**src/rtl/menu_text_ctl.sv**
```systemverilog
// Menu text-box controller: maps the VGA raster onto a 16x16-cell text ROM
// address and runs the menu cursor / confirm / active state machine.
module menu_text_ctl #(
   parameter int unsigned X0    = 256,
   parameter int unsigned Y0    = 192,
   parameter int unsigned ITEMS = 3
) (
   input  logic        clk,
   input  logic        rst_n,
   input  logic [10:0] hcount,
   input  logic [10:0] vcount,
   input  logic        vblnk,
   input  logic        btn_up,
   input  logic        btn_down,
   input  logic        btn_enter,
   input  logic        btn_back,
   output logic [7:0]  char_xy,
   output logic [3:0]  char_line,
   output logic        text_en,
   output logic [1:0]  page_sel,
   output logic        highlight,
   output logic [1:0]  menu_item,
   output logic        item_valid
);

   typedef enum logic [1:0] {MENU, CONFIRM, ACTIVE} state_e;
   typedef enum logic [1:0] {MV_NONE, MV_UP, MV_DN} move_e;

   localparam logic [11:0] X0_W = 12'(X0);
   localparam logic [11:0] Y0_W = 12'(Y0);
   localparam logic [1:0]  LAST = 2'(ITEMS - 1);

   state_e      state_q, state_d;
   move_e       move_q, move_d, mv;
   logic [1:0]  menu_item_q, menu_item_d;
   logic [3:0]  conf_cnt_q, conf_cnt_d;
   logic        item_valid_q, item_valid_d;
   logic [4:0]  frame_cnt_q;
   logic [3:0]  btn_q;
   logic        vblnk_q;

   logic        text_en_q, text_en_d;
   logic [7:0]  char_xy_q, char_xy_d;
   logic [3:0]  char_line_q, char_line_d;
   logic        highlight_q, highlight_d;

   logic [11:0] hx, vy, dx, dy;
   logic        in_box;
   logic [3:0]  hl_row;
   logic [3:0]  btn_now, press;
   logic        p_up, p_dn, p_enter, p_back, vb_rise;

   assign hx      = {1'b0, hcount};
   assign vy      = {1'b0, vcount};
   assign dx      = hx - X0_W;
   assign dy      = vy - Y0_W;
   assign in_box  = (hx >= X0_W) && (dx < 12'd128) && (vy >= Y0_W) && (dy < 12'd256);
   assign hl_row  = 4'd3 + {1'b0, menu_item_q, 1'b0};

   assign btn_now = {btn_back, btn_enter, btn_down, btn_up};
   assign press   = btn_now & ~btn_q;
   assign p_up    = press[0];
   assign p_dn    = press[1];
   assign p_enter = press[2];
   assign p_back  = press[3];
   assign vb_rise = vblnk & ~vblnk_q;

   // Next values for the registered text-box address and highlight.
   always_comb begin
      text_en_d   = in_box;
      char_xy_d   = '0;
      char_line_d = '0;
      highlight_d = 1'b0;
      if (in_box) begin
         char_xy_d   = {dy[7:4], dx[6:3]};
         char_line_d = dy[3:0];
         if (dy[7:4] == hl_row) begin
            highlight_d = (state_q == MENU) ||
                          ((state_q == CONFIRM) && frame_cnt_q[2]);
         end
      end
   end

   // Video pipeline registers: one cycle from raster position to outputs.
   always_ff @(posedge clk or negedge rst_n) begin
      if (!rst_n) begin
         text_en_q   <= 1'b0;
         char_xy_q   <= '0;
         char_line_q <= '0;
         highlight_q <= 1'b0;
      end else begin
         text_en_q   <= text_en_d;
         char_xy_q   <= char_xy_d;
         char_line_q <= char_line_d;
         highlight_q <= highlight_d;
      end
   end

   // Menu FSM next-state, cursor movement and confirm countdown.
   always_comb begin
      state_d      = state_q;
      move_d       = move_q;
      menu_item_d  = menu_item_q;
      conf_cnt_d   = conf_cnt_q;
      item_valid_d = 1'b0;
      mv           = move_q;
      case (state_q)
         MENU: begin
            if (p_enter) begin
               state_d    = CONFIRM;
               move_d     = MV_NONE;
               conf_cnt_d = '0;
            end else begin
               // A fresh press this cycle overrides whatever was pending.
               if (p_up && !p_dn)      mv = MV_UP;
               else if (p_dn && !p_up) mv = MV_DN;
               if (vb_rise) begin
                  move_d = MV_NONE;
                  if (mv == MV_UP)
                     menu_item_d = (menu_item_q == 2'd0) ? LAST : menu_item_q - 2'd1;
                  else if (mv == MV_DN)
                     menu_item_d = (menu_item_q == LAST) ? 2'd0 : menu_item_q + 2'd1;
               end else begin
                  move_d = mv;
               end
            end
         end
         CONFIRM: begin
            if (p_back) begin
               state_d = MENU;
               move_d  = MV_NONE;
            end else if (vb_rise) begin
               if (conf_cnt_q == 4'd15) begin
                  state_d      = ACTIVE;
                  item_valid_d = 1'b1;
               end else begin
                  conf_cnt_d = conf_cnt_q + 4'd1;
               end
            end
         end
         ACTIVE: begin
            if (p_back) begin
               state_d = MENU;
               move_d  = MV_NONE;
            end
         end
         default: begin
            state_d = MENU;
            move_d  = MV_NONE;
         end
      endcase
   end

   // Control state registers, button/vblank edge history and frame counter.
   always_ff @(posedge clk or negedge rst_n) begin
      if (!rst_n) begin
         state_q      <= MENU;
         move_q       <= MV_NONE;
         menu_item_q  <= '0;
         conf_cnt_q   <= '0;
         item_valid_q <= 1'b0;
         frame_cnt_q  <= '0;
         btn_q        <= '0;
         vblnk_q      <= 1'b0;
      end else begin
         state_q      <= state_d;
         move_q       <= move_d;
         menu_item_q  <= menu_item_d;
         conf_cnt_q   <= conf_cnt_d;
         item_valid_q <= item_valid_d;
         btn_q        <= btn_now;
         vblnk_q      <= vblnk;
         if (vb_rise) frame_cnt_q <= frame_cnt_q + 5'd1;
      end
   end

   assign char_xy    = char_xy_q;
   assign char_line  = char_line_q;
   assign text_en    = text_en_q;
   assign highlight  = highlight_q;
   assign menu_item  = menu_item_q;
   assign item_valid = item_valid_q;
   assign page_sel   = (state_q == ACTIVE) ? menu_item_q + 2'd1 : 2'd0;

endmodule

```
**config.mk**
```make
export PLATFORM = sky130hd
export DESIGN_NAME = menu_text_ctl
export DESIGN_NICKNAME = d
export VERILOG_FILES = /design/src/rtl/menu_text_ctl.sv
export SDC_FILE = /design/constraint.sdc
export NUM_CORES = 1
export LEC_CHECK = 0
export CAP_MARGIN = 0
export CORE_ASPECT_RATIO = 1.75
export CORE_UTILIZATION = 34
export DETAILED_ROUTE_END_ITERATION = 10
export GPL_TIMING_DRIVEN = 0
export PLACE_DENSITY = 0.6
export SETUP_SLACK_MARGIN = 0.5
export SLEW_MARGIN = 20
export SYNTH_ARGS = -nofsm -noshare
export SYNTH_HDL_FRONTEND = slang
export SYNTH_SLANG_ARGS = --single-unit
```
**constraint.sdc**
```tcl
create_clock -name clk -period 3.6 [get_ports clk]
set_input_delay 1.08 -clock clk [delete_from_list [all_inputs] [get_ports clk]]
set_output_delay 1.08 -clock clk [all_outputs]
set_load 0.005 [all_outputs]
```
==> results.tsv <==
metric	value	unit
post_layout_nonfiller_instances	256	
synth_ff_type	sky130_fd_sc_hd__dfrtp_1	
dp.final_hpwl	2.904	mm
cts_tree	yes	
setup-tns-final	0	ns
crit_required	2.52	ns
register_area	825.8	um2
rsz0062_at_grt	no	
total_leakage_power	1.041	nW
synthCells	149	
final_hold_viol_count	0	
crit_path_top_delay_cell	sky130_fd_sc_hd__clkdlybuf4s50_1	
clk-insertion-delay-late	0.29	ns
hold_path_class	reg2reg	
max_clock_freq	0.3418	GHz
synth-edff-count	0	
worst-setup-path-type	reg2out	
die_w	54.23	um
routedWlPerCell	14.28	um
grt_start_max_net_pins	34	
worst_path_dominant_cell_family	buffers and inverters	
max-cap-violations	0	
ant_nets	0	
placement.setup.worst_slack	0.4321	ns
antenna_found_initial	0	
timing.critical_path.arrival	1.85	ns
synth_top_cells_by_area	sky130_fd_sc_hd__dfrtp_1 (51%), sky130_fd_sc_hd__ha_1 (9.3%), sky130_fd_sc_hd__and2_1 (4.6%), sky130_fd_sc_hd__mux2i_1 (3.1%), sky130_fd_sc_hd__nand2_1 (2.5%)	
fraction_of_synthesized_cell_area_taken_by_the_top_area_cell_type	50.89	%
numClockSinks	33	
syn2layout_area_growth	40.94	%
async_flop_share	100.0	%
drt_pre_antenna_iters	4	
worstPathBufferInverterCount	2	
slew-limit-headroom	49.09	%
per_instance_average_area_after_synthesis	10.89	um2
dr.first_iter.drc_count	7	
avgViaCountPerCell	5.090	
synth_nets	190	
ffs_latches_synth	33	
skew	0.006096	ns
initial_core_util	36.19	%
critical_path.max_stage_delay	0.49	ns
holdBufCountCts	0	
die-height	93.39	um
power_density	524.7	nW/um2
post-synth-top-area-cell	sky130_fd_sc_hd__dfrtp_1	
run_status	finished clean	
antenna_cells_inserted	0	
gp_routability_congestion	0.7778	
timing_max_transition_violations_final	0	
grt_pass1_vias	1431	
multiInputGateArea	755.7	um2
post_route_cells_drive_above_1_share	7.805	%
worst_setup_path_end_kind	output pin	
fin_nets	245	
timing.critical_path.fanout_max	6	
period_share	81.26	%
fp.dieArea	5064	um2
synth_cell_types	38	
vdd_drop_max	374.4	uV
dp_cells	248	
postCtsSetupRepairBufs	0	
synth.cells.most_frequent	sky130_fd_sc_hd__dfrtp_1 (33), sky130_fd_sc_hd__and2_1 (12), sky130_fd_sc_hd__ha_1 (12), sky130_fd_sc_hd__nand2_1 (11), sky130_fd_sc_hd__inv_1 (10)	
cts_root_cell	sky130_fd_sc_hd__clkbuf_8	
grt.total_usage	17.30	%
detail_route.wirelength	3.655	mm
vias	1303	
grt_first_pass_wirelength	6.279	mm
port-buffer-count	47	
htree_num_levels	2	
num-fill-cells	419	
cts_buffer_depth	2	
yosys_warnings	0	
netlist_area	1623	um2
crit_chain	inv_1 > ha_1 > and2_1 > clkdlybuf4s50_1	
worstMarginPinSlew	0.7556	ns
setup_viol	0	
finalWorstPathRequiredPeriod	2.925	ns
placementRows	32	
synth_sequential_area_ratio	50.89	%
total_clock_buffers_created_by_cts	5	
gr-total-overflow	0	
num_io_pins	48	
final_critical_path_setup_slack	0.6746	ns
number_of_remaining_drc_errors	0	
yosysMostFrequentCell	sky130_fd_sc_hd__dfrtp_1	
startpoint_type	flip-flop	
worst_setup_hold_path_clk_slew	0.07	ns
postCtsResizedCells	0	
placeableCoreArea	4484	um2
-- cells by family (layout without fill, tap and decap cells) --
group / after synthesis / after routing / synth area share (%)
multiplexers: 6 / 6 / 3.778
adder cells (fa/ha/maj): 14 / 14 / 10.49
buffers and inverters: 11 / 67 / 2.544
AO/OA/AOI/OAI: 20 / 20 / 8.096
AND/OR/NAND/NOR: 60 / 60 / 21.51
XOR/XNOR: 5 / 5 / 2.698
flip-flops: 33 / 33 / 50.89
-- routing by layer --
layer  wire [um]  GRT usage, %
met2        2131         31.20
met1        1207         16.79
met3         272         6.341
met4          43         6.410
met5           0             0
-- layout by cell type (no fill, tap or decap), types with 5 or more instances in the layout --
cell type | synthesis | layout
sky130_fd_sc_hd__a21oi_1 | 6 | 6
sky130_fd_sc_hd__and2_1 | 12 | 12
sky130_fd_sc_hd__clkbuf_8 | 0 | 5
sky130_fd_sc_hd__clkdlybuf4s50_1 | 0 | 46
sky130_fd_sc_hd__dfrtp_1 | 33 | 33
sky130_fd_sc_hd__ha_1 | 12 | 12
sky130_fd_sc_hd__inv_1 | 10 | 10
sky130_fd_sc_hd__mux2i_1 | 5 | 5
sky130_fd_sc_hd__nand2_1 | 11 | 11
sky130_fd_sc_hd__nor2_1 | 7 | 7
-- stage by stage --
step | power, mW | utilization, % | cell area [um2] | hold WS (ns)
after global placement | 0.8333 | 48.10 | 2157 | 0.4625
final | 1.200 | 51.00 | 2287 | 0.4829
after detailed placement | 0.8554 | 48.44 | 2172 | 0.4783
after global routing | 1.286 | 51.00 | 2287 | 0.5278
after CTS | 1.213 | 51.00 | 2287 | 0.4943
after floorplan | 0.7122 | - | 1623 | 0.4451
-- registers in the layout, summed over array words and instances (netlist names) --
register	count
item_valid	1
conf_cnt_q	4
state_q	2
highlight	1
menu_item	2
move_q	2
char_line	4
btn_q	4
vblnk_q	1
char_xy	8
text_en	1
frame_cnt_q	3
-- power breakdown --
group / internal, mW / leakage [nW] / switching [mW]
combinational: 0.182 / 0.551 / 0.188
clock: 0.207 / 0.0543 / 0.148
sequential: 0.426 / 0.435 / 0.0493
-- worst paths after layout --
path / start / slack [ns] / end / depth (start not counted)
setup / recovery: menu_item[0]$_DFFE_PN0P_ / 0.67 / page_sel[1] / 4
hold / removal: frame_cnt_q[0]$_DFFE_PN0P_ / 0.48 / frame_cnt_q[0]$_DFFE_PN0P_ / 1
setup reg to reg: btn_q[1]$_DFF_PN0_ / 1.56 / menu_item[1]$_DFFE_PN0P_ / 5
hold reg to reg: frame_cnt_q[0]$_DFFE_PN0P_ / 0.48 / frame_cnt_q[0]$_DFFE_PN0P_ / 1
max in group asynchronous: rst_n / 2.69 / item_valid$_DFF_PN0_ / 2
min in group asynchronous: rst_n / 0.74 / frame_cnt_q[1]$_DFFE_PN0P_ / 2
-- layout make-up --
cell class | instances | share of cell area, %
inverters | 10 | 1.641
well taps | 51 | 2.790
repair buffers | 48 | 21.23
clock buffers | 5 | 3.009
flip-flops and latches | 33 | 36.11
clock inverters | 3 | 2.024
multi-input cells | 105 | 33.04
plain buffers | 1 | 0.1641
No activity file was read; power rests on OpenSTA's default activity.
